$ cat src/rtl/ysyx_22050612_lsu_if.sv
// rtl/ysyx_22050612_lsu_if.sv - operation, result and memory-port bundle of the ysyx_22050612 load/store unit
interface ysyx_22050612_lsu_if #(
  parameter int XLEN = 64,
  parameter int AW   = 64
);
  localparam int NB = XLEN / 8;

  logic            in_valid;
  logic            in_ready;
  logic            in_load;
  logic [1:0]      in_size;
  logic            in_unsigned;
  logic [AW-1:0]   in_addr;
  logic [XLEN-1:0] in_wdata;
  logic [4:0]      in_rd;

  logic            out_valid;
  logic            out_ready;
  logic [XLEN-1:0] out_rdata;
  logic [4:0]      out_rd;
  logic            out_err;

  logic            mem_req_valid;
  logic            mem_req_ready;
  logic            mem_req_we;
  logic [AW-1:0]   mem_req_addr;
  logic [XLEN-1:0] mem_req_wdata;
  logic [NB-1:0]   mem_req_wmask;
  logic            mem_resp_valid;
  logic [XLEN-1:0] mem_resp_data;

  modport slave (
    input  in_valid, in_load, in_size, in_unsigned, in_addr, in_wdata, in_rd,
    output in_ready,
    output out_valid, out_rdata, out_rd, out_err,
    input  out_ready,
    output mem_req_valid, mem_req_we, mem_req_addr, mem_req_wdata, mem_req_wmask,
    input  mem_req_ready, mem_resp_valid, mem_resp_data
  );

  modport master (
    output in_valid, in_load, in_size, in_unsigned, in_addr, in_wdata, in_rd,
    input  in_ready,
    input  out_valid, out_rdata, out_rd, out_err,
    output out_ready,
    input  mem_req_valid, mem_req_we, mem_req_addr, mem_req_wdata, mem_req_wmask,
    output mem_req_ready, mem_resp_valid, mem_resp_data
  );
endinterface

$ cat src/rtl/ysyx_22050612_lsu.sv
// rtl/ysyx_22050612_lsu.sv - multi-cycle load/store unit, one outstanding memory request
// Optional counters perf_loads/perf_stores/perf_stall enabled by YSYX_22050612_LSU_PERF_EN.
module ysyx_22050612_lsu #(
  parameter int XLEN = 64,
  parameter int AW   = 64
) (
  input  logic clk,
  input  logic rst,
  ysyx_22050612_lsu_if.slave bus
`ifdef YSYX_22050612_LSU_PERF_EN
  ,
  output logic [31:0] perf_loads,
  output logic [31:0] perf_stores,
  output logic [31:0] perf_stall
`endif
);
  localparam int NB = XLEN / 8;
  localparam int OW = $clog2(NB);

  typedef enum logic [1:0] {IDLE, REQ, WAIT, DONE} state_e;

  state_e          state_q;
  logic            load_q;
  logic [1:0]      size_q;
  logic            uns_q;
  logic [OW-1:0]   off_q;

  logic            in_ready_q;
  logic            req_valid_q;
  logic            req_we_q;
  logic [AW-1:0]   req_addr_q;
  logic [XLEN-1:0] req_wdata_q;
  logic [NB-1:0]   req_wmask_q;
  logic            out_valid_q;
  logic [XLEN-1:0] out_rdata_q;
  logic [4:0]      out_rd_q;
  logic            out_err_q;

  logic [2:0]      lane_mask;
  logic [7:0]      size_mask;
  logic            acc_err;
  logic [OW-1:0]   acc_off;
  logic [NB-1:0]   acc_mask;
  logic [XLEN-1:0] acc_wdata;

  assign acc_off = bus.in_addr[OW-1:0];

  // lane_mask doubles as the alignment test and the store-data replication index mask
  always_comb begin
    lane_mask = 3'b000;
    size_mask = 8'h01;
    case (bus.in_size)
      2'd0: begin lane_mask = 3'b000; size_mask = 8'h01; end
      2'd1: begin lane_mask = 3'b001; size_mask = 8'h03; end
      2'd2: begin lane_mask = 3'b011; size_mask = 8'h0F; end
      default: begin lane_mask = 3'b111; size_mask = 8'hFF; end
    endcase
    acc_err  = (|(bus.in_addr[2:0] & lane_mask)) || (bus.in_size == 2'd3 && XLEN == 32);
    acc_mask = NB'(size_mask) << acc_off;
    acc_wdata = '0;
    for (int i = 0; i < NB; i++) begin
      acc_wdata[8*i +: 8] = bus.in_wdata[8*(i & int'(lane_mask)) +: 8];
    end
  end

  logic [XLEN-1:0] rsp_shift;
  logic [XLEN-1:0] rsp_lmask;
  logic            rsp_sign;
  logic [XLEN-1:0] ld_data;

  always_comb begin
    rsp_shift = bus.mem_resp_data >> {off_q, 3'b000};
    rsp_lmask = '1;
    rsp_sign  = rsp_shift[XLEN-1];
    case (size_q)
      2'd0: begin rsp_lmask = XLEN'(64'hFF);        rsp_sign = rsp_shift[7];  end
      2'd1: begin rsp_lmask = XLEN'(64'hFFFF);      rsp_sign = rsp_shift[15]; end
      2'd2: begin rsp_lmask = XLEN'(64'hFFFF_FFFF); rsp_sign = rsp_shift[31]; end
      default: begin rsp_lmask = '1;                rsp_sign = rsp_shift[XLEN-1]; end
    endcase
    ld_data = (rsp_shift & rsp_lmask) | (~rsp_lmask & {XLEN{rsp_sign & ~uns_q}});
  end

  always_ff @(posedge clk) begin
    if (rst) begin
      state_q     <= IDLE;
      load_q      <= 1'b0;
      size_q      <= 2'd0;
      uns_q       <= 1'b0;
      off_q       <= '0;
      in_ready_q  <= 1'b1;
      req_valid_q <= 1'b0;
      req_we_q    <= 1'b0;
      req_addr_q  <= '0;
      req_wdata_q <= '0;
      req_wmask_q <= '0;
      out_valid_q <= 1'b0;
      out_rdata_q <= '0;
      out_rd_q    <= '0;
      out_err_q   <= 1'b0;
    end else begin
      case (state_q)
        IDLE: begin
          if (bus.in_valid && in_ready_q) begin
            load_q     <= bus.in_load;
            size_q     <= bus.in_size;
            uns_q      <= bus.in_unsigned;
            off_q      <= acc_off;
            out_rd_q   <= bus.in_rd;
            in_ready_q <= 1'b0;
            if (acc_err) begin
              state_q     <= DONE;
              out_valid_q <= 1'b1;
              out_err_q   <= 1'b1;
              out_rdata_q <= '0;
            end else begin
              state_q     <= REQ;
              req_valid_q <= 1'b1;
              req_we_q    <= ~bus.in_load;
              req_addr_q  <= {bus.in_addr[AW-1:OW], {OW{1'b0}}};
              req_wmask_q <= bus.in_load ? '0 : acc_mask;
              req_wdata_q <= bus.in_load ? '0 : acc_wdata;
            end
          end
        end
        REQ: begin
          if (bus.mem_req_ready) begin
            req_valid_q <= 1'b0;
            state_q     <= WAIT;
          end
        end
        WAIT: begin
          if (bus.mem_resp_valid) begin
            state_q     <= DONE;
            out_valid_q <= 1'b1;
            out_err_q   <= 1'b0;
            out_rdata_q <= load_q ? ld_data : '0;
          end
        end
        DONE: begin
          if (bus.out_ready) begin
            state_q     <= IDLE;
            out_valid_q <= 1'b0;
            in_ready_q  <= 1'b1;
          end
        end
        default: state_q <= IDLE;
      endcase
    end
  end

  assign bus.in_ready      = in_ready_q;
  assign bus.out_valid     = out_valid_q;
  assign bus.out_rdata     = out_rdata_q;
  assign bus.out_rd        = out_rd_q;
  assign bus.out_err       = out_err_q;
  assign bus.mem_req_valid = req_valid_q;
  assign bus.mem_req_we    = req_we_q;
  assign bus.mem_req_addr  = req_addr_q;
  assign bus.mem_req_wdata = req_wdata_q;
  assign bus.mem_req_wmask = req_wmask_q;

`ifdef YSYX_22050612_LSU_PERF_EN
  logic [31:0] perf_loads_q;
  logic [31:0] perf_stores_q;
  logic [31:0] perf_stall_q;

  always_ff @(posedge clk) begin
    if (rst) begin
      perf_loads_q  <= '0;
      perf_stores_q <= '0;
      perf_stall_q  <= '0;
    end else begin
      if (state_q == DONE && bus.out_ready && !out_err_q) begin
        if (load_q) perf_loads_q  <= perf_loads_q + 32'd1;
        else        perf_stores_q <= perf_stores_q + 32'd1;
      end
      if ((state_q == REQ && !bus.mem_req_ready) || state_q == WAIT) begin
        perf_stall_q <= perf_stall_q + 32'd1;
      end
    end
  end

  assign perf_loads  = perf_loads_q;
  assign perf_stores = perf_stores_q;
  assign perf_stall  = perf_stall_q;
`endif
endmodule

$ cat src/flat_wrapper.sv
// flat-port wrapper written by rule: the top's interface ports become plain ports
module ysyx_22050612_lsu_flat 
#(
  parameter int XLEN = 64,
  parameter int AW   = 64
)
  (clk, rst, bus_in_valid, bus_in_load, bus_in_size, bus_in_unsigned, bus_in_addr, bus_in_wdata, bus_in_rd, bus_in_ready, bus_out_valid, bus_out_rdata, bus_out_rd, bus_out_err, bus_out_ready, bus_mem_req_valid, bus_mem_req_we, bus_mem_req_addr, bus_mem_req_wdata, bus_mem_req_wmask, bus_mem_req_ready, bus_mem_resp_valid, bus_mem_resp_data);
  ysyx_22050612_lsu_if #(.XLEN(XLEN), .AW(AW)) bus_i ();
  input  logic clk;
  input  logic rst;
  input wire logic [$bits(bus_i.in_valid)-1:0] bus_in_valid;
  input wire logic [$bits(bus_i.in_load)-1:0] bus_in_load;
  input wire logic [$bits(bus_i.in_size)-1:0] bus_in_size;
  input wire logic [$bits(bus_i.in_unsigned)-1:0] bus_in_unsigned;
  input wire logic [$bits(bus_i.in_addr)-1:0] bus_in_addr;
  input wire logic [$bits(bus_i.in_wdata)-1:0] bus_in_wdata;
  input wire logic [$bits(bus_i.in_rd)-1:0] bus_in_rd;
  output wire logic [$bits(bus_i.in_ready)-1:0] bus_in_ready;
  output wire logic [$bits(bus_i.out_valid)-1:0] bus_out_valid;
  output wire logic [$bits(bus_i.out_rdata)-1:0] bus_out_rdata;
  output wire logic [$bits(bus_i.out_rd)-1:0] bus_out_rd;
  output wire logic [$bits(bus_i.out_err)-1:0] bus_out_err;
  input wire logic [$bits(bus_i.out_ready)-1:0] bus_out_ready;
  output wire logic [$bits(bus_i.mem_req_valid)-1:0] bus_mem_req_valid;
  output wire logic [$bits(bus_i.mem_req_we)-1:0] bus_mem_req_we;
  output wire logic [$bits(bus_i.mem_req_addr)-1:0] bus_mem_req_addr;
  output wire logic [$bits(bus_i.mem_req_wdata)-1:0] bus_mem_req_wdata;
  output wire logic [$bits(bus_i.mem_req_wmask)-1:0] bus_mem_req_wmask;
  input wire logic [$bits(bus_i.mem_req_ready)-1:0] bus_mem_req_ready;
  input wire logic [$bits(bus_i.mem_resp_valid)-1:0] bus_mem_resp_valid;
  input wire logic [$bits(bus_i.mem_resp_data)-1:0] bus_mem_resp_data;
  assign bus_i.in_valid = bus_in_valid;
  assign bus_i.in_load = bus_in_load;
  assign bus_i.in_size = bus_in_size;
  assign bus_i.in_unsigned = bus_in_unsigned;
  assign bus_i.in_addr = bus_in_addr;
  assign bus_i.in_wdata = bus_in_wdata;
  assign bus_i.in_rd = bus_in_rd;
  assign bus_in_ready = bus_i.in_ready;
  assign bus_out_valid = bus_i.out_valid;
  assign bus_out_rdata = bus_i.out_rdata;
  assign bus_out_rd = bus_i.out_rd;
  assign bus_out_err = bus_i.out_err;
  assign bus_i.out_ready = bus_out_ready;
  assign bus_mem_req_valid = bus_i.mem_req_valid;
  assign bus_mem_req_we = bus_i.mem_req_we;
  assign bus_mem_req_addr = bus_i.mem_req_addr;
  assign bus_mem_req_wdata = bus_i.mem_req_wdata;
  assign bus_mem_req_wmask = bus_i.mem_req_wmask;
  assign bus_i.mem_req_ready = bus_mem_req_ready;
  assign bus_i.mem_resp_valid = bus_mem_resp_valid;
  assign bus_i.mem_resp_data = bus_mem_resp_data;
  ysyx_22050612_lsu #(.XLEN(XLEN), .AW(AW)) u_core (.clk(clk), .rst(rst), .bus(bus_i));
endmodule
$ cat config.mk
export PLATFORM = sky130hd
export DESIGN_NAME = ysyx_22050612_lsu_flat
export DESIGN_NICKNAME = d
export VERILOG_FILES = /design/src/rtl/ysyx_22050612_lsu_if.sv /design/src/rtl/ysyx_22050612_lsu.sv /design/src/flat_wrapper.sv
export SDC_FILE = /design/constraint.sdc
export NUM_CORES = 1
export LEC_CHECK = 0
export CORE_UTILIZATION = 38
export DETAILED_ROUTE_END_ITERATION = 10
export PLACE_DENSITY = 0.71
export SLEW_MARGIN = 40
export SYNTH_ARGS = -nofsm -noshare
export SYNTH_HDL_FRONTEND = slang
export SYNTH_SLANG_ARGS = --single-unit
$ cat constraint.sdc
create_clock -name clk -period 2.6 [get_ports clk]
set_clock_uncertainty 0.15 [all_clocks]
set_input_delay 0.52 -clock clk [delete_from_list [all_inputs] [get_ports clk]]
set_output_delay 0.52 -clock clk [all_outputs]
set_load 0.05 [all_outputs]
==> flow_metrics.env, run 1 <==
export IMPL_outcome="completed"
export IMPL_crit_required_ps=1930
export IMPL_p_seq_share_pct=32.4
export IMPL_tightestPinTransition_ps=812
export IMPL_cts_inserted_buffers=25
export IMPL_antenna_found_initial=1
export IMPL_grt_pass1_wl_mm=61.9
export IMPL_whs_path_depth=2
export IMPL_worstPathArrival_ps=1820
export IMPL_cts_resized=0
export IMPL_hold_violations=0
export IMPL_cts_htree_levels=1
export IMPL_timing_fmax_mhz=401
export IMPL_internal_power_mw=7.31
export IMPL_place_congestion=0.914
export IMPL_grt_pass1_vias=10800
export IMPL_synth_area_top_cells="dfxtp_1, a21oi_1, nand2_1, mux4_2, mux2i_1"
export IMPL_drc=0
export IMPL_die_h_um=169
export IMPL_cts_tree="done"
export IMPL_p_switching_mw=4.11
export IMPL_synth_cell_types=60
export IMPL_syn_inst=1248
export IMPL_fin_area_um2=16400
export IMPL_post_place_ws_ps=-189
export IMPL_dp_hpwl_mm=30.5
export IMPL_worstSetupPathType="flip-flop to output pin"
export IMPL_critPathCaptureType="output pin"
export IMPL_synth_top_area_share_pct=40.8
export IMPL_reg2reg_depth=9
export IMPL_initial_core_util_pct=39.0
export IMPL_setup_ws_ps=107
export IMPL_coreArea_um2=27200
export IMPL_rsz0062_at_grt="false"
export IMPL_ys_top_cells_by_count="nand2_1, dfxtp_1, a21oi_1"
export IMPL_yosys_area_top_type="dfxtp_1"
export IMPL_synth_edf_count=0
export IMPL_synthFlopType="dfxtp_1"
export IMPL_grt_overflow=0
export IMPL_post_cts_buffers=0
export IMPL_drt_wl_total_mm=41.0
export IMPL_path_depth=1
export IMPL_placed_cell_area_um2=15600
export IMPL_first_iter_violations=915
export IMPL_cp_start_kind="flip-flop"
export IMPL_die_area_um2=28500
export IMPL_maxCapViolations=0
export IMPL_ant_nets=0
export IMPL_pwr_density_cell_nw_per_um2=696
export IMPL_syn_cell_area_um2=10600
export IMPL_relSlewSlack_pct=45.8
export IMPL_cellLeakagePower_nw=6.07
export IMPL_setup_viol=0
export IMPL_nNetsFinal=1885
export IMPL_crit_fanout=6
export IMPL_synth_most_common_cell="nand2_1"
export IMPL_io_buffers=413
export IMPL_cts_root_buf="clkbuf_16"
export IMPL_fin_crit_sh_pct=95.9
export IMPL_syn_to_final_growth_pct=54.9
export IMPL_cp_slowest_cell="clkdlybuf4s50_1"
export IMPL_synth_seq_cells=216
export IMPL_switching_share_pct=36.0
export IMPL_wl_per_cell_um=19.9
export IMPL_dr_pass1_iters=7
export IMPL_fin_hold_ws_ps=222
export IMPL_post_route_cells_drive_above_1_share_pct=13.1
export IMPL_path_clk_slew_ps=60
export IMPL_drv_slew=0
export IMPL_power_share_combinational_pct=37.0
export IMPL_fin_crit_ps=2490
export IMPL_crit_buf_inv=1
export IMPL_max_stage_delay_ps=890
export IMPL_pin_count=417
export IMPL_die_w_um=169
export IMPL_grt_util_all_layers_pct=27.6
export IMPL_clock_latency_ps=520
export IMPL_crit_chain="clkdlybuf4s50_1"
export IMPL_ir_drop_mv=0.470
export IMPL_syn_mean_instance_area_um2=8.49
export IMPL_clockBufferDepth=3
export IMPL_power_mw=11.4
export IMPL_cpLargestDelayFamily="buffers and inverters"
export IMPL_routed_via_count=11200
export IMPL_via_per_inst=5.44
export IMPL_num_rows=60
export IMPL_p_clk_share_pct=30.6
export IMPL_postCtsHoldBufs=0
export IMPL_grt_max_degree=145
export IMPL_seq_area_frac_synth_pct=40.8
export IMPL_hp_class="primary input to flip-flop"
export IMPL_fillers=2398
export IMPL_async_flop_share_pct=0
export IMPL_cts_sinks=216
export IMPL_yosysWarnings=0
==> power groups by stage <==
stage	Clock, mW	Sequential [mW]	Combinational [mW]
final	3.49	3.70	4.23
after global routing	3.67	3.73	4.48
after CTS	3.55	3.70	4.21
after detailed placement	0	3.77	4.18
after global placement	0	3.77	4.14
after floorplan	0	4.41	1.87
==> logic make-up (layout without fill, tap and decap cells) <==
family / Yosys count / after routing / share of synthesized area [%]
adder cells (fa/ha/maj): 5 / 5 / 0.591
multiplexers: 109 / 109 / 14.5
buffers and inverters: 126 / 566 / 5.21
AO/OA/AOI/OAI: 346 / 346 / 20.5
flip-flops: 216 / 216 / 40.8
AND/OR/NAND/NOR: 445 / 445 / 18.4
other: 1 / 5 / 0.0354
==> through the flow <==
stage | util (%) | TNS, ps | cells
final | 60.4 | 0 | 2064
after global routing | 60.4 | 0 | 2063
after CTS | 60.3 | 0 | 2062
after detailed placement | 57.4 | -12900 | 2018
after global placement | 57.4 | -9990 | 2018
after floorplan | - | 0 | 1250
==> layout by cell type (no fill, tap or decap), types with 10 or more instances in the layout <==
cell / Yosys / layout
clkdlybuf4s50_1: 0 / 409
nand2_1: 250 / 250
dfxtp_1: 216 / 214
a21oi_1: 191 / 190
nor2_1: 97 / 96
buf_4: 5 / 89
mux2i_1: 53 / 53
mux4_2: 32 / 32
o21ai_0: 25 / 25
clkbuf_16: 0 / 25
mux2_2: 22 / 22
o31ai_1: 22 / 22
or4_1: 16 / 16
nor3_1: 16 / 16
nor3b_1: 16 / 16
a211o_1: 15 / 15
buf_12: 0 / 12
o211ai_1: 11 / 11
nand3_1: 10 / 10
nor2b_1: 10 / 10
==> path summary, 6_finish.rpt <==
kind                                                    from                            to  slack, ps
worst max-delay path                     u_core.bus.in_ready                  bus_in_ready        110
worst min register to register  u_core.bus.mem_req_wdata[24]  u_core.bus.mem_req_wdata[24]        300
worst min-delay path                                     rst       u_core.bus.out_rdata[0]        220
worst max register to register             u_core.state_q[0]      u_core.bus.out_rdata[17]        200
==> per-layer routing <==
metal | global-route usage, % | vias up | wire length (µm)
li1 | - | 5274 | -
met1 | 33.8 | 5333 | 16300
met2 | 46.4 | 544 | 19600
met3 | 7.13 | 85 | 3580
met4 | 10.4 | 0 | 1570
met5 | 0 | - | 0
==> sequential cells by signal, indices dropped and copies added, names as in the netlist, 2 cells and up <==
signal                    flops
u_core.bus.mem_req_addr      61
u_core.size_q                 2
u_core.bus.out_rd             5
u_core.bus.out_rdata         64
u_core.bus.mem_req_wdata     64
u_core.off_q                  3
u_core.state_q                2
u_core.bus.mem_req_wmask      8
==> area by class of cell <==
cell class	count	area, µm²	area share [%]
Timing Repair Buffer	514	5030	30.7
Clock buffer	37	741	4.51
Antenna cell	2	5.00	0.0305
Multi-Input combinational cell	908	5750	35.0
Clock inverter	7	63.8	0.389
Tap cell	372	465	2.84
Inverter	8	30.0	0.183
Sequential cell	216	4330	26.4
Note: power is estimated with default switching activity, not from simulation.
==> run 2, diff against run 1 <==
Settings changed: ABC_AREA set to 0.
==> results of run 2 <==
Final layout, timing and power as in run 1 (identical DEF).
